### src/rtl/dcache_ctrl_pkg.sv
// cache_pkg: shared widths, FSM state type and address-field helpers for dcache_ctrl.
package cache_pkg;

   localparam int unsigned DEF_ADDR_W      = 32;
   localparam int unsigned DEF_DATA_W      = 32;
   localparam int unsigned DEF_INDEX_W     = 3;
   localparam int unsigned DEF_BLOCK_WORDS = 4;

   localparam int unsigned OFFSET_W = 4;
   localparam int unsigned WORD_W   = 2;
   localparam int unsigned BLOCK_W  = DEF_BLOCK_WORDS * DEF_DATA_W;
   localparam int unsigned TAG_W    = DEF_ADDR_W - DEF_INDEX_W - OFFSET_W;

   typedef enum logic [1:0] {
      IDLE       = 2'd0,
      WRITE_BACK = 2'd1,
      ALLOCATE   = 2'd2
   } state_t;

   function automatic logic [TAG_W-1:0] addr_tag(input logic [DEF_ADDR_W-1:0] a);
      return a[DEF_ADDR_W-1 -: TAG_W];
   endfunction

   function automatic logic [DEF_INDEX_W-1:0] addr_index(input logic [DEF_ADDR_W-1:0] a);
      return a[OFFSET_W +: DEF_INDEX_W];
   endfunction

   function automatic logic [WORD_W-1:0] addr_word(input logic [DEF_ADDR_W-1:0] a);
      return a[2 +: WORD_W];
   endfunction

endpackage

### src/rtl/dcache_ctrl_if.sv
// dcache_ctrl_if: CPU-side access strobes and the block-transfer memory bus.
// The cache is the slave modport; the CPU/memory environment is the master.
interface dcache_ctrl_if #(
   parameter int unsigned ADDR_W = 32,
   parameter int unsigned DATA_W = 32,
   parameter int unsigned LINE_W = 128
);

   logic              mem_read;
   logic              mem_write;
   logic [ADDR_W-1:0] addr;
   logic [DATA_W-1:0] wdata;
   logic [DATA_W-1:0] rdata;
   logic              stall;

   logic              mem_req;
   logic              mem_we;
   logic [ADDR_W-1:0] mem_addr;
   logic [LINE_W-1:0] mem_wdata;
   logic [LINE_W-1:0] mem_rdata;
   logic              mem_ready;

   modport slave (
      input  mem_read, mem_write, addr, wdata, mem_rdata, mem_ready,
      output rdata, stall, mem_req, mem_we, mem_addr, mem_wdata
   );

   modport master (
      output mem_read, mem_write, addr, wdata, mem_rdata, mem_ready,
      input  rdata, stall, mem_req, mem_we, mem_addr, mem_wdata
   );

endinterface

### src/rtl/dcache_ctrl_cache_array.sv
// cache_array: per-line valid/dirty/tag/data storage with one read port and
// one write port (single-word store or full-line fill).
module cache_array
   import cache_pkg::*;
#(
   parameter int unsigned INDEX_W   = DEF_INDEX_W,
   parameter int unsigned TAG_BITS  = TAG_W,
   parameter int unsigned LINE_W    = BLOCK_W,
   parameter int unsigned DATA_W    = DEF_DATA_W,
   parameter int unsigned WORD_BITS = WORD_W
) (
   input  logic                 clk,
   input  logic                 rst,
   // read port
   input  logic [INDEX_W-1:0]   rd_index_i,
   output logic                 rd_valid_o,
   output logic                 rd_dirty_o,
   output logic [TAG_BITS-1:0]  rd_tag_o,
   output logic [LINE_W-1:0]    rd_data_o,
   // write port
   input  logic [INDEX_W-1:0]   wr_index_i,
   input  logic                 wr_word_en_i,
   input  logic [WORD_BITS-1:0] wr_word_i,
   input  logic [DATA_W-1:0]    wr_wdata_i,
   input  logic                 wr_blk_en_i,
   input  logic [TAG_BITS-1:0]  wr_tag_i,
   input  logic [LINE_W-1:0]    wr_blk_i
);

   localparam int unsigned NUM_LINES = 1 << INDEX_W;

   logic [NUM_LINES-1:0] valid_q, valid_d;
   logic [NUM_LINES-1:0] dirty_q, dirty_d;
   logic [TAG_BITS-1:0]  tag_q  [NUM_LINES];
   logic [LINE_W-1:0]    data_q [NUM_LINES];

   assign rd_valid_o = valid_q[rd_index_i];
   assign rd_dirty_o = dirty_q[rd_index_i];
   assign rd_tag_o   = tag_q[rd_index_i];
   assign rd_data_o  = data_q[rd_index_i];

   // A fill leaves the line valid and clean; a word store marks it dirty.
   always_comb begin
      valid_d = valid_q;
      dirty_d = dirty_q;
      if (wr_blk_en_i) begin
         valid_d[wr_index_i] = 1'b1;
         dirty_d[wr_index_i] = 1'b0;
      end else if (wr_word_en_i) begin
         dirty_d[wr_index_i] = 1'b1;
      end
   end

   // Status bits: reset invalidates every line and drops any dirty data.
   always_ff @(posedge clk) begin
      if (rst) begin
         valid_q <= '0;
         dirty_q <= '0;
      end else begin
         valid_q <= valid_d;
         dirty_q <= dirty_d;
      end
   end

   // Tag and data storage: not reset, only meaningful while valid is set.
   always_ff @(posedge clk) begin
      if (wr_blk_en_i) begin
         tag_q[wr_index_i]  <= wr_tag_i;
         data_q[wr_index_i] <= wr_blk_i;
      end else if (wr_word_en_i) begin
         data_q[wr_index_i][wr_word_i*DATA_W +: DATA_W] <= wr_wdata_i;
      end
   end

endmodule

### src/rtl/dcache_ctrl.sv
// dcache_ctrl: direct-mapped, write-back, write-allocate data cache.
// Hits complete with zero stall; misses stall the datapath while the FSM
// writes back a dirty victim and fetches the missing line.
module dcache_ctrl
   import cache_pkg::*;
#(
   parameter int unsigned ADDR_W      = DEF_ADDR_W,
   parameter int unsigned DATA_W      = DEF_DATA_W,
   parameter int unsigned INDEX_W     = DEF_INDEX_W,
   parameter int unsigned BLOCK_WORDS = DEF_BLOCK_WORDS
) (
   input logic          clk,
   input logic          rst,
   dcache_ctrl_if.slave bus
);

   localparam int unsigned LINE_W = BLOCK_WORDS * DATA_W;

   state_t              state_q, state_d;
   logic                mem_req_q, mem_req_d;
   logic                mem_we_q, mem_we_d;
   logic [ADDR_W-1:0]   mem_addr_q, mem_addr_d;
   logic [LINE_W-1:0]   mem_wdata_q, mem_wdata_d;

   logic [TAG_W-1:0]    req_tag;
   logic [INDEX_W-1:0]  req_index;
   logic [WORD_W-1:0]   req_word;

   logic                line_valid;
   logic                line_dirty;
   logic [TAG_W-1:0]    line_tag;
   logic [LINE_W-1:0]   line_data;

   logic                access;
   logic                hit;
   logic                wr_word_en;
   logic                wr_blk_en;
   logic                stall;
   logic [DATA_W-1:0]   rdata;
   logic                unused_addr_bits;

   assign req_tag          = addr_tag(bus.addr);
   assign req_index        = addr_index(bus.addr);
   assign req_word         = addr_word(bus.addr);
   assign unused_addr_bits = ^bus.addr[1:0];

   cache_array #(
      .INDEX_W   (INDEX_W),
      .TAG_BITS  (TAG_W),
      .LINE_W    (LINE_W),
      .DATA_W    (DATA_W),
      .WORD_BITS (WORD_W)
   ) u_array (
      .clk          (clk),
      .rst          (rst),
      .rd_index_i   (req_index),
      .rd_valid_o   (line_valid),
      .rd_dirty_o   (line_dirty),
      .rd_tag_o     (line_tag),
      .rd_data_o    (line_data),
      .wr_index_i   (req_index),
      .wr_word_en_i (wr_word_en),
      .wr_word_i    (req_word),
      .wr_wdata_i   (bus.wdata),
      .wr_blk_en_i  (wr_blk_en),
      .wr_tag_i     (req_tag),
      .wr_blk_i     (bus.mem_rdata)
   );

   assign access = bus.mem_read | bus.mem_write;
   assign hit    = line_valid & (line_tag == req_tag);

   // Next-state, hit handling and the bus register updates. The bus
   // registers are loaded on the transition into a state so they are
   // already valid in its first cycle and hold until mem_ready.
   always_comb begin
      state_d     = state_q;
      mem_req_d   = mem_req_q;
      mem_we_d    = mem_we_q;
      mem_addr_d  = mem_addr_q;
      mem_wdata_d = mem_wdata_q;
      stall       = 1'b0;
      rdata       = '0;
      wr_word_en  = 1'b0;
      wr_blk_en   = 1'b0;

      case (state_q)
         IDLE: begin
            if (access) begin
               if (hit) begin
                  if (bus.mem_write) begin
                     wr_word_en = 1'b1;
                  end else begin
                     rdata = line_data[req_word*DATA_W +: DATA_W];
                  end
               end else begin
                  stall     = 1'b1;
                  mem_req_d = 1'b1;
                  if (line_valid && line_dirty) begin
                     state_d     = WRITE_BACK;
                     mem_we_d    = 1'b1;
                     mem_addr_d  = {line_tag, req_index, {OFFSET_W{1'b0}}};
                     mem_wdata_d = line_data;
                  end else begin
                     state_d    = ALLOCATE;
                     mem_we_d   = 1'b0;
                     mem_addr_d = {req_tag, req_index, {OFFSET_W{1'b0}}};
                  end
               end
            end
         end

         WRITE_BACK: begin
            stall = 1'b1;
            if (bus.mem_ready) begin
               state_d    = ALLOCATE;
               mem_we_d   = 1'b0;
               mem_addr_d = {req_tag, req_index, {OFFSET_W{1'b0}}};
            end
         end

         ALLOCATE: begin
            stall = 1'b1;
            if (bus.mem_ready) begin
               wr_blk_en = 1'b1;
               state_d   = IDLE;
               mem_req_d = 1'b0;
               mem_we_d  = 1'b0;
            end
         end

         default: begin
            state_d   = IDLE;
            mem_req_d = 1'b0;
            mem_we_d  = 1'b0;
         end
      endcase
   end

   // FSM state and registered memory-bus outputs.
   always_ff @(posedge clk) begin
      if (rst) begin
         state_q     <= IDLE;
         mem_req_q   <= 1'b0;
         mem_we_q    <= 1'b0;
         mem_addr_q  <= '0;
         mem_wdata_q <= '0;
      end else begin
         state_q     <= state_d;
         mem_req_q   <= mem_req_d;
         mem_we_q    <= mem_we_d;
         mem_addr_q  <= mem_addr_d;
         mem_wdata_q <= mem_wdata_d;
      end
   end

   assign bus.rdata     = rdata;
   assign bus.stall     = stall;
   assign bus.mem_req   = mem_req_q;
   assign bus.mem_we    = mem_we_q;
   assign bus.mem_addr  = mem_addr_q;
   assign bus.mem_wdata = mem_wdata_q;

endmodule

### src/flat_wrapper.sv
// flat-port wrapper written by rule: the top's interface ports become plain ports
module dcache_ctrl_flat import cache_pkg::*;
#(
   parameter int unsigned ADDR_W      = DEF_ADDR_W,
   parameter int unsigned DATA_W      = DEF_DATA_W,
   parameter int unsigned INDEX_W     = DEF_INDEX_W,
   parameter int unsigned BLOCK_WORDS = DEF_BLOCK_WORDS
)
  (clk, rst, bus_mem_read, bus_mem_write, bus_addr, bus_wdata, bus_mem_rdata, bus_mem_ready, bus_rdata, bus_stall, bus_mem_req, bus_mem_we, bus_mem_addr, bus_mem_wdata);
  dcache_ctrl_if #(.ADDR_W(ADDR_W), .DATA_W(DATA_W), .LINE_W(128)) bus_i ();
  input logic clk;
  input logic rst;
  input wire logic [$bits(bus_i.mem_read)-1:0] bus_mem_read;
  input wire logic [$bits(bus_i.mem_write)-1:0] bus_mem_write;
  input wire logic [$bits(bus_i.addr)-1:0] bus_addr;
  input wire logic [$bits(bus_i.wdata)-1:0] bus_wdata;
  input wire logic [$bits(bus_i.mem_rdata)-1:0] bus_mem_rdata;
  input wire logic [$bits(bus_i.mem_ready)-1:0] bus_mem_ready;
  output wire logic [$bits(bus_i.rdata)-1:0] bus_rdata;
  output wire logic [$bits(bus_i.stall)-1:0] bus_stall;
  output wire logic [$bits(bus_i.mem_req)-1:0] bus_mem_req;
  output wire logic [$bits(bus_i.mem_we)-1:0] bus_mem_we;
  output wire logic [$bits(bus_i.mem_addr)-1:0] bus_mem_addr;
  output wire logic [$bits(bus_i.mem_wdata)-1:0] bus_mem_wdata;
  assign bus_i.mem_read = bus_mem_read;
  assign bus_i.mem_write = bus_mem_write;
  assign bus_i.addr = bus_addr;
  assign bus_i.wdata = bus_wdata;
  assign bus_i.mem_rdata = bus_mem_rdata;
  assign bus_i.mem_ready = bus_mem_ready;
  assign bus_rdata = bus_i.rdata;
  assign bus_stall = bus_i.stall;
  assign bus_mem_req = bus_i.mem_req;
  assign bus_mem_we = bus_i.mem_we;
  assign bus_mem_addr = bus_i.mem_addr;
  assign bus_mem_wdata = bus_i.mem_wdata;
  dcache_ctrl #(.ADDR_W(ADDR_W), .DATA_W(DATA_W), .INDEX_W(INDEX_W), .BLOCK_WORDS(BLOCK_WORDS)) u_core (.clk(clk), .rst(rst), .bus(bus_i));
endmodule
### config.mk
export PLATFORM = sky130hd
export DESIGN_NAME = dcache_ctrl_flat
export DESIGN_NICKNAME = d
export VERILOG_FILES = /design/src/rtl/dcache_ctrl_pkg.sv /design/src/rtl/dcache_ctrl_if.sv /design/src/rtl/dcache_ctrl_cache_array.sv /design/src/rtl/dcache_ctrl.sv /design/src/flat_wrapper.sv
export SDC_FILE = /design/constraint.sdc
export NUM_CORES = 1
export LEC_CHECK = 0
export ABC_AREA = 0
export CORE_ASPECT_RATIO = 1.2
export CORE_MARGIN = 5
export CORE_UTILIZATION = 35
export DETAILED_ROUTE_END_ITERATION = 7
export PLACE_DENSITY = 0.56
export SKIP_LAST_GASP = 1
export SLEW_MARGIN = 20
export SYNTH_ARGS = -nofsm -noshare
export SYNTH_HDL_FRONTEND = slang
export SYNTH_SLANG_ARGS = --single-unit
### constraint.sdc
create_clock -name clk -period 5.88 [get_ports clk]
set_input_delay 1.176 -clock clk [delete_from_list [all_inputs] [get_ports clk]]
set_output_delay 1.176 -clock clk [all_outputs]
set_load 0.02 [all_outputs]
==> After elaboration in Yosys (flattened, before gate mapping) <==
Memories as Yosys holds them, arrays and structs flattened.
Cells that the tools add are included.
{ "totals": {"reg_bits": 180, "ram_bits": 1224, "input_bits": 197, "output_inout_bits": 195, "elab_cells": 343, "memories": 2} }
{ "op_classes": {"add_sub_neg": 1, "magnitude_cmp": 2, "n_eq_ne": 8, "n_shift": 3, "n_mux": 173, "n_bitwise": 136, "n_reduce_logical": 11} }
{ "memory_table": {"columns": ["memory", "depth", "width", "rd", "rd_ports_with_merged_regs", "wr", "line_no", "source"], "rows": [
  ["u_core.u_array.data_q", 8, 128, 1, 0, 1, "dcache_ctrl_cache_array.sv:35", "logic [LINE_W-1:0] data_q [NUM_LINES];"],
  ["u_core.u_array.tag_q", 8, 25, 1, 0, 1, "dcache_ctrl_cache_array.sv:34", "logic [TAG_BITS-1:0] tag_q [NUM_LINES];"]
]} }
{ "op_table": {"columns": ["op", "n"], "rows": [
  ["32-bit 2-to-1 mux", 8],
  ["1-bit 2-to-1 mux", 149],
  ["1-bit OR", 129],
  ["128-bit 2-to-1 mux", 1],
  ["32-bit by 34-bit variable shift with 128-bit output, first input constant", 1],
  ["128-bit by 8-bit variable part select with 32-bit output", 1],
  ["32-bit by 34-bit variable part select with 128-bit output", 1],
  ["32-bit case mux with 2 select lines", 1],
  ["7-bit negator with 34-bit output", 1],
  ["25-bit equality test", 1],
  ["8-bit 2-to-1 mux", 2],
  ["8-bit OR", 2],
  ["4-bit AND reduction", 4],
  ["2-bit 2-to-1 mux", 5],
  ["8-bit bitwise AND", 1],
  ["8-bit inverter", 1],
  ["1-bit binary-select mux with 3-bit select", 2],
  ["2-bit != test, second input constant", 3],
  ["2-bit case mux with 3 select lines", 1],
  ["3-bit by 4-bit < comparator with 1-bit output, second input constant", 1],
  ["2-bit by 1-bit != test with 1-bit output, second input constant", 2],
  ["1-bit case mux with 2 select lines", 2],
  ["2-bit nonzero test", 2],
  ["1-bit demux with 3-bit select", 1],
  ["other kinds (10)", 12]
]} }

==> Depth between registers and ports, before layout <==
Gate-level depths: netlist (run 1).
{ "logic_depth": {"depth_word": 10, "mapped_depth": 16, "mapped_depth_nobuf": 8} }

==> Modules after synthesis <==
From an unflattened synthesis (run 1), not the netlist that was laid out.
{ "unflattened": {"cells_unflattened": 3098, "hier_area_um2": 58292.2} }
{ "by_module_without_submodules": {"columns": ["module", "n_inst", "cells_each", "area_each_um2", "seq_area_each_um2"], "rows": [
  ["cache_array", 1, 2257, 49727.7, 37075.6],
  ["dcache_ctrl", 1, 841, 8564.5, 3203.1]
]} }

==> Worst setup path after synthesis (run 1) <==
Ideal clock, no wire load.
{ "synth_timing": {"path_kind": "in2reg", "startpoint": "input port bus_addr[6]", "endpoint": "memory u_core.u_array.data_q[0][100], enable pin", "setup_time_ns": 0.432, "arrival_ns": 5.442, "required_ns": 5.448, "setup_slack_ns": 0.006, "path_stages": 13, "path_buffers": 5, "path_cell_list": "buf_2 > buf_6 > buf_2 > mux4_2 > mux2i_1 > xor2_1 > nand3_1 > or4_1 > nor4_4 > buf_4 > nand3_4 > buf_4 > a21oi_1"} }
{ "synth_via": {"elab_chain_len": 10, "elab_cells_between_ends": 12, "cone_classes": "1 x eq/ne; 8 x mux; 2 x bitwise; 1 x memory"} }
{ "synth_rtl": {"columns": ["item", "line_no", "source"], "rows": [
  ["start, declared", "flat_wrapper.sv:15", "input wire logic [$bits(bus_i.addr)-1:0] bus_addr;"],
  ["memory read 8 x 25 bit / 1-bit binary-select mux with 3-bit select (equally long branches)", null, null],
  ["25-bit equality test / 1-bit 2-to-1 mux (equally long branches)", "dcache_ctrl.sv:71, dcache_ctrl_cache_array.sv:37", null],
  ["1-bit bitwise AND", "dcache_ctrl.sv:71", "assign hit = line_valid & (line_tag == req_tag);"],
  ["1-bit 2-to-1 mux", "dcache_ctrl.sv:90", "if (hit) begin"],
  ["1-bit 2-to-1 mux", "dcache_ctrl.sv:89", "if (access) begin"],
  ["1-bit 2-to-1 mux", "dcache_ctrl.sv:87", "case (state_q)"],
  ["1-bit 2-to-1 mux", "dcache_ctrl_cache_array.sv:70", "end else if (wr_word_en_i) begin"],
  ["1-bit 2-to-1 mux", "dcache_ctrl_cache_array.sv:67", "if (wr_blk_en_i) begin"],
  ["128-bit 2-to-1 mux (not written as such)", "dcache_ctrl_cache_array.sv:71", "data_q[wr_index_i][wr_word_i*DATA_W +: DATA_W] <= wr_wdata_i;"],
  ["1-bit OR (no source line)", null, null],
  ["end, declared", "dcache_ctrl_cache_array.sv:35", null]
]} }
Parallel ways exist; a longest one is shown, timed or not. The select of a mux whose other input is x is not followed.

==> Worst setup path in the final report (run 1) <==
{ "layout_timing": {"startpoint": "input port bus_addr[4]", "endpoint": "output port bus_rdata[2]"} }
{ "layout_via": {"elab_chain_len": 6, "elab_cells_between_ends": 11, "cone_classes": "1 x eq/ne; 1 x shift; 6 x mux; 1 x bitwise; 2 x memory"} }
{ "layout_rtl": {"columns": ["item", "line_no", "source"], "rows": [
  ["memory read 8 x 128 bit (tied with other cells)", null, null],
  ["128-bit by 8-bit variable part select with 32-bit output (tied with other cells)", "dcache_ctrl.sv:94", "rdata = line_data[req_word*DATA_W +: DATA_W];"],
  ["32-bit 2-to-1 mux / 1-bit bitwise AND (equally long branches)", "dcache_ctrl.sv:91, dcache_ctrl.sv:71", null],
  ["32-bit 2-to-1 mux *", "dcache_ctrl.sv:90", null],
  ["32-bit 2-to-1 mux *", "dcache_ctrl.sv:89", null],
  ["32-bit 2-to-1 mux *", "dcache_ctrl.sv:87", null],
  ["end, declared", "flat_wrapper.sv:19", "output wire logic [$bits(bus_i.rdata)-1:0] bus_rdata;"]
]} }
Every way passes the cells marked *; elsewhere a longest branch is shown, timed or not. The select of a mux whose other input is x is not followed.

==> results of run 1 <==
## logic make-up (layout without fill, tap and decap cells)
group	count (synthesis)	after routing	synth area share (%)
compound gates	874	874	11.0
xor+xnor	9	9	0.142
flops	1400	1400	72.7
other cells	1	7	0.00677
simple gates	698	698	6.23
buf+inv	428	1261	3.20
fa+ha+maj	9	9	0.203
mux	301	301	6.47
## synth_stat cells, types with 23 or more instances
cell type	instances	area (µm²)
a21oi_1	217	1090
a221oi_1	47	412
a22o_1	41	359
a22oi_1	389	2920
a311oi_1	50	438
buf_1	34	128
buf_2	42	210
clkbuf_1	188	706
dfxtp_1	176	3520
edfxtp_1	1224	36800
inv_1	143	537
mux2_2	48	541
mux2i_1	212	2120
mux4_2	41	923
nand2_1	216	811
nand4_1	68	425
nor2_1	93	349
nor2b_1	23	144
nor3_1	182	911
o21ai_0	47	235
## cells in the final DEF, fill, tap and decap left out, drive strengths merged, types with 5 or more instances in the layout
| cell type | n |
|---|---|
| mux2i | 212 |
| ha | 9 |
| nor4 | 18 |
| a211oi | 18 |
| a21oi | 217 |
| nand4 | 68 |
| or3 | 17 |
| dfxtp | 176 |
| buf | 486 |
| and4 | 11 |
| o21ai | 47 |
| bufinv | 12 |
| nand2 | 216 |
| inv | 149 |
| nor2b | 23 |
| a22o | 41 |
| o31a | 8 |
| and2 | 6 |
| o211ai | 16 |
| dlygate4sd2 | 16 |
| clkinvlp | 5 |
| mux2 | 48 |
| a311oi | 51 |
| a22oi | 389 |
| a221o | 7 |
| clkdlybuf4s50 | 346 |
| nor2 | 93 |
| xor2 | 8 |
| a221oi | 47 |
| and3 | 17 |
| nand3 | 21 |
| nor3 | 183 |
| clkinv | 61 |
| nand2b | 9 |
| edfxtp | 1224 |
| mux4 | 41 |
| o22ai | 14 |
| clkbuf | 186 |
## sequential cells by signal, indices dropped and copies added, names as in the netlist, named ones only
signal and count:
u_core.u_array.data_q 1024, u_core.u_array.tag_q 200, u_core.bus.mem_wdata 128, u_core.bus.mem_addr 28, u_core.u_array.valid_q 8, u_core.state_q 2
u_core.bus.mem_req 1, u_core.bus.mem_we 1
## where the power goes
group | total, mW | internal (mW) | switching [mW] | leakage, nW
Combinational | 1.97 | 0.714 | 1.26 | 9.53
Clock | 9.33 | 5.25 | 4.08 | 2.33
Sequential | 11.0 | 10.9 | 0.0312 | 12.5
## final timing paths
kind	slack, ns	endpoint	depth (start not counted)
setup reg to reg	1.47	u_core.u_array.data_q[5][35]$_DFFE_PP_	11
hold / removal	0.46	u_core.bus.mem_addr[30]$_SDFFE_PP0P_	2
setup / recovery	0.10	bus_rdata[2]	14
hold reg to reg	0.46	u_core.bus.mem_addr[30]$_SDFFE_PP0P_	2
## routing by layer
layer,vias up,GRT usage (%)
met3,337,5.41
li1,16100,-
met4,18,9.49
met1,19300,32.4
met5,-,0
met2,2168,37.6
## layout make-up
cell class | count | area share [%]
clock inverter | 83 | 1.40
tap | 2106 | 3.73
sequential | 1400 | 57.0
timing repair buffer | 849 | 11.8
multi-input combinational | 1895 | 19.8
clock buffer | 185 | 5.45
antenna | 3 | 0.0106
inverter | 144 | 0.765
## worst max-delay path: cells and delay by family
family / cells / cell delay [ns]
multiplexers: 2 / 0.75
XOR/XNOR: 1 / 0.30
buffers and inverters: 6 / 1.04
AND/OR/NAND/NOR: 5 / 1.30
## repair_timing
item	CTS	global route
endpoints found under the hold margin	0	0
endpoints found under the setup margin	23	30
setup buffers	0	2
gates cloned	0	1
resized for setup	21	13
pin swaps	2	5
==> report_table.html, run 1 <==
<table>
<tr><th>Metric</th><th>Value</th></tr>
<tr><th colspan="2">Clock network</th></tr>
<tr><td>Worst skew pair latency</td><td>0.82 ns</td></tr>
<tr><td>Library cell used as clock root buffer</td><td>clkbuf_16</td></tr>
<tr><td>Deepest level of the CTS H-tree</td><td>4</td></tr>
<tr><td>Longest Clk Path Bufs</td><td>3</td></tr>
<tr><td>Post-CTS Hold Buffers</td><td>0</td></tr>
<tr><td>TritonCTS Sinks</td><td>1400</td></tr>
<tr><td>Clock tree from TritonCTS</td><td>yes</td></tr>
<tr><td>Number of clock buffers inserted by TritonCTS</td><td>between 100 and 150</td></tr>
<tr><td>Clock-pin transition on the worst setup and hold timing paths</td><td>~0.06 ns</td></tr>
<tr><th colspan="2">Routing</th></tr>
<tr><td>Sum of met3 wire segment lengths after detailed routing</td><td>about 20000 µm</td></tr>
<tr><td>Routed wire length on met2</td><td>about 94000 µm</td></tr>
<tr><td>Met1 wire length</td><td>82300 µm</td></tr>
<tr><td>Avg WL per Cell</td><td>30.9 µm</td></tr>
<tr><td>Remaining DRCs</td><td>0</td></tr>
<tr><td>Total routed wirelength</td><td>206000 µm</td></tr>
<tr><td>Vias/cell</td><td>5.68</td></tr>
<tr><td>DR iter-0 viols</td><td>~4600</td></tr>
<tr><td>Uppermost routed layer</td><td>met5</td></tr>
<tr><td>Router iterations before antenna repair</td><td>6</td></tr>
<tr><td>DRT antenna net count</td><td>0</td></tr>
<tr><td>Vias</td><td>37800</td></tr>
<tr><th colspan="2">STA</th></tr>
<tr><td>Setup slack of the critical path after layout</td><td>about 0.10 ns</td></tr>
<tr><td>Final Hold Violating Endpoints</td><td>0</td></tr>
<tr><td>Final Max Tran Viols</td><td>0</td></tr>
<tr><td>Share of the clock period used by the worst path after layout</td><td>98.3%</td></tr>
<tr><td>Post-layout min period</td><td>5.78 ns</td></tr>
<tr><td>Final clock skew</td><td>slightly below 0.05 ns</td></tr>
<tr><td># setup viols final</td><td>0</td></tr>
<tr><td>Setup total negative slack</td><td>0 ns</td></tr>
<tr><td>Slew Limit Headroom</td><td>22.0%</td></tr>
<tr><td>Highest clock rate</td><td>173 MHz</td></tr>
<tr><td>Transition at the pin with the smallest max-transition slack</td><td>1.17 ns</td></tr>
<tr><td>Hold Slack</td><td>0.455 ns</td></tr>
<tr><th colspan="2">Run status</th></tr>
<tr><td>Result of the run</td><td>complete, no violations</td></tr>
<tr><th colspan="2">Job</th></tr>
<tr><td>Number of max-cap violations</td><td>0</td></tr>
<tr><th colspan="2">Setup path</th></tr>
<tr><td>Critical path fanouts, max</td><td>15</td></tr>
<tr><td>Category of the critical setup timing path</td><td>in2out</td></tr>
<tr><td>Highest cell delay on the worst timing path</td><td>~0.63 ns</td></tr>
<tr><td>Setup crit start kind</td><td>input pin</td></tr>
<tr><td>Launch instance of the worst register-to-register path</td><td>u_core.u_array.tag_q[3][23]$_DFFE_PP_</td></tr>
<tr><td>Worst Setup End Kind</td><td>output pin</td></tr>
<tr><td>Cells along the critical path</td><td>buf_4, mux4_2, mux2i_2, xor2_1, nand3_1, nor4_2, buf_4, nand3_1, or4b_4, buf_12, buf_4, nor2_1, buf_4, buf_4</td></tr>
<tr><td>Required time of the critical path</td><td>about 4.7 ns</td></tr>
<tr><td>Critical Path Most Common Cell</td><td>buf_4</td></tr>
<tr><td>Slowest CP cell</td><td>or4b_4</td></tr>
<tr><td>Crit path from</td><td>bus_addr[4]</td></tr>
<tr><td>Arrival time at the worst endpoint</td><td>between 4 and 5 ns</td></tr>
<tr><th colspan="2">Logic synthesis</th></tr>
<tr><td>Sequential cell area fraction in the yosys report</td><td>72.7%</td></tr>
<tr><td>Post-synth top flop</td><td>edfxtp_1</td></tr>
<tr><td>Post-synth EDFFs</td><td>1224</td></tr>
<tr><td>Synth Register Bits</td><td>1400</td></tr>
<tr><td>Syn. warnings</td><td>0</td></tr>
<tr><td>Synth Cell Area</td><td>55400 µm²</td></tr>
<tr><td>Synthesized area per cell</td><td>approximately 15 µm²</td></tr>
<tr><td>Count of mapped cells out of synthesis</td><td>3720</td></tr>
<tr><td>Library cells used by synthesis</td><td>68</td></tr>
<tr><td>Proportion of synthesized flip-flops having asynchronous set or reset</td><td>0%</td></tr>
<tr><th colspan="2">Place</th></tr>
<tr><td>Dpl cell area</td><td>65700 µm²</td></tr>
<tr><td>Routability Congestion</td><td>0.875</td></tr>
<tr><td>Port buffer count</td><td>385</td></tr>
<tr><td>Worst setup slack after placement</td><td>-0.230 ns</td></tr>
<tr><td>Placed cells</td><td>6390</td></tr>
<tr><td>HPWL after detailed placement</td><td>between 100000 and 150000 µm</td></tr>
<tr><th colspan="2">Final layout</th></tr>
<tr><td>Post-route insts no fill</td><td>6665</td></tr>
<tr><td>Layout filler cell count</td><td>14100</td></tr>
<tr><td>Register Area</td><td>40300 µm²</td></tr>
<tr><td>Area occupied by multi-input gates</td><td>around 14000 µm²</td></tr>
<tr><td>Area grow syn2layout</td><td>27.5%</td></tr>
<tr><td>Post-route cell area</td><td>70600 µm²</td></tr>
<tr><td>Fraction of final layout cells sized beyond drive strength 1</td><td>19.1%</td></tr>
<tr><td>Post-layout util</td><td>approximately 45%</td></tr>
<tr><td>Final nets</td><td>~4600</td></tr>
<tr><th colspan="2">Global routing</th></tr>
<tr><td>Overall track demand over capacity in global routing</td><td>23.9%</td></tr>
<tr><td>Vias in the first global route</td><td>~37000</td></tr>
<tr><td>First-pass GRT wire length</td><td>roughly 280000 µm</td></tr>
<tr><td>Antenna violations before repair</td><td>19</td></tr>
<tr><td>Total overflow reported by the global router</td><td>0</td></tr>
<tr><td>Maximum number of pins on one net before global-route repair</td><td>134</td></tr>
<tr><th colspan="2">Die</th></tr>
<tr><td>Number of standard-cell rows in the floorplan</td><td>160</td></tr>
<tr><td>DIE AREA</td><td>~170000 µm²</td></tr>
<tr><td>Total I/O pin count</td><td>392</td></tr>
<tr><td>Core footprint</td><td>158000 µm²</td></tr>
<tr><td>Starting density of the core</td><td>between 30% and 40%</td></tr>
<tr><td>Vertical extent of the die</td><td>roughly 450 µm</td></tr>
<tr><td>Width of the chip</td><td>373 µm</td></tr>
<tr><th colspan="2">Pwr</th></tr>
<tr><td>Cell area power density</td><td>315 nW/µm²</td></tr>
<tr><td>Total power of the final layout</td><td>22.3 mW</td></tr>
<tr><td>Worst supply voltage drop on vdd</td><td>286 µV</td></tr>
<tr><td>Reported leakage power</td><td>24.3 nW</td></tr>
<tr><th colspan="2">Worst hold path</th></tr>
<tr><td>Start point of the worst min-delay path</td><td>u_core.bus.mem_addr[30]$_SDFFE_PP0P_</td></tr>
<tr><td>Class of the most critical hold timing path</td><td>reg2reg</td></tr>
</table>
(Power assumes the default switching activity.)
==> inputs of run 2 (changes only) <==
--- a/config.mk
+++ b/config.mk
@@ -8,9 +8,9 @@
 export ABC_AREA = 0
 export CORE_ASPECT_RATIO = 1.2
 export CORE_MARGIN = 5
-export CORE_UTILIZATION = 35
+export CORE_UTILIZATION = 30
 export DETAILED_ROUTE_END_ITERATION = 7
-export PLACE_DENSITY = 0.56
+export PLACE_DENSITY = 0.5
 export SKIP_LAST_GASP = 1
 export SLEW_MARGIN = 20
 export SYNTH_ARGS = -nofsm -noshare
==> report_table.html, run 2 (synthesized netlist as in run 1, its figures left out) <==
<table>
<tr><th>Metric</th><th>Value</th></tr>
<tr><th colspan="2">Final layout</th></tr>
<tr><td>Register Area</td><td>40300 µm² (unchanged)</td></tr>
<tr><td>Largest register by flop count</td><td>u_core.u_array.data_q</td></tr>
<tr><td>Post-layout util</td><td>38.9% (-5.8 points)</td></tr>
<tr><td>Layout filler cell count</td><td>17300 (+23%)</td></tr>
<tr><td>Post-route cell area</td><td>71300 µm² (+0.99%)</td></tr>
<tr><td>Area grow syn2layout</td><td>28.7%</td></tr>
<tr><td>Fraction of final layout cells sized beyond drive strength 1</td><td>19.5% (+0.35 points)</td></tr>
<tr><td>Post-route insts no fill</td><td>7033 (+5.5%)</td></tr>
<tr><td>Final nets</td><td>4680 (+0.80%)</td></tr>
<tr><td>Most common cell after layout, fill and taps aside</td><td>edfxtp_1</td></tr>
<tr><td>Commonest non-fill, non-tap cells in the layout</td><td>1224 x edfxtp_1, 428 x buf_4, 389 x a22oi_1, 347 x clkdlybuf4s50_1, 215 x nand2_1</td></tr>
<tr><td>Area occupied by multi-input gates</td><td>14000 µm² (about the same)</td></tr>
<tr><td>Largest register FFs</td><td>1024 (unchanged)</td></tr>
<tr><th colspan="2">STA</th></tr>
<tr><td>Share of the clock period used by the worst path after layout</td><td>99.0% (+0.66 points)</td></tr>
<tr><td>RSZ-0062 raised after global routing</td><td>false</td></tr>
<tr><td>Final Hold Violating Endpoints</td><td>0 (unchanged)</td></tr>
<tr><td>Hold Slack</td><td>0.455 ns (-0.000504 ns)</td></tr>
<tr><td># setup viols final</td><td>0 (unchanged)</td></tr>
<tr><td>Slew Limit Headroom</td><td>14.8% (-7.1 points)</td></tr>
<tr><td>Post-layout min period</td><td>5.82 ns (+0.0390 ns)</td></tr>
<tr><td>Setup total negative slack</td><td>0 ns (unchanged)</td></tr>
<tr><td>Highest clock rate</td><td>172 MHz (-0.67%)</td></tr>
<tr><td>Transition at the pin with the smallest max-transition slack</td><td>1.27 ns (+0.0992 ns)</td></tr>
<tr><td>Final Max Tran Viols</td><td>0 (unchanged)</td></tr>
<tr><td>Final clock skew</td><td>0.0600 ns (+0.0113 ns)</td></tr>
<tr><td>Setup slack of the critical path after layout</td><td>0.0611 ns (-0.0390 ns)</td></tr>
<tr><th colspan="2">Place</th></tr>
<tr><td>Worst setup slack after placement</td><td>-0.392 ns (-0.163 ns)</td></tr>
<tr><td>HPWL after detailed placement</td><td>147000 µm (+4.2%)</td></tr>
<tr><td>Placed cells</td><td>6757 (+5.7%)</td></tr>
<tr><td>Routability Congestion</td><td>0.888 (+1.4%)</td></tr>
<tr><td>Dpl cell area</td><td>66400 µm² (+1.1%)</td></tr>
<tr><td>Port buffer count</td><td>385 (unchanged)</td></tr>
<tr><th colspan="2">Clock network</th></tr>
<tr><td>Number of clock buffers inserted by TritonCTS</td><td>149 (+1.4%)</td></tr>
<tr><td>Worst skew pair latency</td><td>0.81 ns (about the same)</td></tr>
<tr><td>Deepest level of the CTS H-tree</td><td>4 (unchanged)</td></tr>
<tr><td>Library cell used as clock root buffer</td><td>clkbuf_16</td></tr>
<tr><td>TritonCTS Sinks</td><td>1400 (unchanged)</td></tr>
<tr><td>Clock-pin transition on the worst setup and hold timing paths</td><td>0.06 ns (about the same)</td></tr>
<tr><td>Clock tree from TritonCTS</td><td>yes</td></tr>
<tr><td>Longest Clk Path Bufs</td><td>3 (unchanged)</td></tr>
<tr><th colspan="2">Routing</th></tr>
<tr><td>Avg WL per Cell</td><td>30.2 µm (-2.4%)</td></tr>
<tr><td>DR iter-0 viols</td><td>4154 (-10%)</td></tr>
<tr><td>Router iterations before antenna repair</td><td>7 (+1)</td></tr>
<tr><td>Remaining DRCs</td><td>0 (unchanged)</td></tr>
<tr><td>Vias</td><td>37900 (+0.22%)</td></tr>
<tr><td>Total routed wirelength</td><td>212000 µm (+3.0%)</td></tr>
<tr><td>DRT antenna net count</td><td>0 (unchanged)</td></tr>
<tr><td>Vias/cell</td><td>5.39 (-5.0%)</td></tr>
<tr><th colspan="2">Worst hold path</th></tr>
<tr><td>Hold Path Depth</td><td>2 (unchanged)</td></tr>
<tr><td>Class of the most critical hold timing path</td><td>reg2reg</td></tr>
<tr><th colspan="2">Die</th></tr>
<tr><td>Width of the chip</td><td>402 µm (+7.8%)</td></tr>
<tr><td>Vertical extent of the die</td><td>481 µm (+7.8%)</td></tr>
<tr><td>Number of standard-cell rows in the floorplan</td><td>172 (+7.5%)</td></tr>
<tr><td>Core footprint</td><td>183000 µm² (+16%)</td></tr>
<tr><td>Total I/O pin count</td><td>392 (unchanged)</td></tr>
<tr><td>Starting density of the core</td><td>30.2% (-4.9 points)</td></tr>
<tr><td>DIE AREA</td><td>193000 µm² (+16%)</td></tr>
<tr><th colspan="2">Pwr</th></tr>
<tr><td>Cell-internal power</td><td>16.9 mW (+0.18%)</td></tr>
<tr><td>Combinational cell fraction of total power</td><td>9.1% (+0.2 points)</td></tr>
<tr><td>Net switching power</td><td>5.41 mW (+0.87%)</td></tr>
<tr><td>Sw frac</td><td>24.2% (+0.13 points)</td></tr>
<tr><td>Reported leakage power</td><td>24.5 nW (+0.82%)</td></tr>
<tr><td>Total power of the final layout</td><td>22.3 mW (+0.35%)</td></tr>
<tr><td>Clock share of power</td><td>41.9% (about the same)</td></tr>
<tr><td>Cell area power density</td><td>313 nW/µm² (-0.63%)</td></tr>
<tr><td>Worst supply voltage drop on vdd</td><td>253 µV (-12%)</td></tr>
<tr><td>Fraction of power consumed by sequential logic</td><td>49.0% (-0.2 points)</td></tr>
<tr><th colspan="2">Global routing</th></tr>
<tr><td>First-pass GRT wire length</td><td>292000 µm (+2.7%)</td></tr>
<tr><td>Vias in the first global route</td><td>36700 (+0.36%)</td></tr>
<tr><td>Total overflow reported by the global router</td><td>0 (unchanged)</td></tr>
<tr><td>Maximum number of pins on one net before global-route repair</td><td>110 (-18%)</td></tr>
<tr><td>Antenna violations before repair</td><td>17 (-2)</td></tr>
<tr><td>Overall track demand over capacity in global routing</td><td>21.2% (-2.7 points)</td></tr>
<tr><th colspan="2">Setup path</th></tr>
<tr><td>Required time of the critical path</td><td>4.70 ns (about the same)</td></tr>
<tr><td>Worst Setup End Kind</td><td>output pin</td></tr>
<tr><td>Critical path fanouts, max</td><td>49 (+34)</td></tr>
<tr><td>Arrival time at the worst endpoint</td><td>4.64 ns (+0.04 ns)</td></tr>
<tr><td>Setup crit start kind</td><td>input pin</td></tr>
<tr><td>Cell count of the worst reg-to-reg path</td><td>12 (+1)</td></tr>
<tr><td>Category of the critical setup timing path</td><td>in2out</td></tr>
<tr><th colspan="2">Run status</th></tr>
<tr><td>Result of the run</td><td>complete, no violations</td></tr>
<tr><th colspan="2">Job</th></tr>
<tr><td>Number of max-cap violations</td><td>0 (unchanged)</td></tr>
</table>
==> run 2: power groups by stage <==
stage	logic (mW)	clock network [mW]	registers [mW]
floorplan	0.752	0	11.2
detailed placement	2.01	0	11.2
finish	2.03	9.35	11.0
CTS	2.02	9.49	11.0
global route	2.11	9.90	11.0
global placement	2.01	0	11.2
==> run 2: path summary, 6_finish.rpt <==
path	slack (ns)	to	start
hold / removal	0.45	u_core.bus.mem_addr[13]$_SDFFE_PP0P_	u_core.bus.mem_addr[13]$_SDFFE_PP0P_
hold reg to reg	0.45	u_core.bus.mem_addr[13]$_SDFFE_PP0P_	u_core.bus.mem_addr[13]$_SDFFE_PP0P_
setup / recovery	0.06	bus_rdata[27]	bus_addr[6]
setup reg to reg	1.58	u_core.bus.mem_wdata[53]$_SDFFE_PP0P_	u_core.u_array.tag_q[7][24]$_DFFE_PP_
==> run 2: layout make-up <==
type | instances | area share, %
multi-input cells | 1895 | 19.6
inverters | 144 | 0.758
diodes | 4 | 0.0140
flip-flops and latches | 1400 | 56.5
well taps | 2436 | 4.27
clock inverters | 75 | 1.27
clock buffers | 195 | 5.54
repair buffers | 884 | 12.0
==> run 2: timing repair <==
item / CTS / global route
resized for setup: 26 / 3
pin swaps: 2 / 1
hold buffers: 0 / 0
setup buffers: 1 / 1
endpoints found under the setup margin: 32 / 1
==> run 2: worst max-delay path, stage by stage <==
cell      delay [ns]
buf_6           0.14
buf_12          0.15
buf_4           0.21
buf_12          0.31
nor3_2          0.13
buf_12          0.23
buf_12          0.18
a22o_1          0.23
a221o_1         0.36
o311ai_0        0.83
buf_4           0.24
a21oi_1         0.07
buf_4           0.17
buf_12          0.12
==> run 2: metal layers <==
metal  GRT usage [%]  wire length [µm]
met1            29.6             90800
met2            32.6             94400
met3            4.86             18700
met4            7.52              8470
met5               0                58
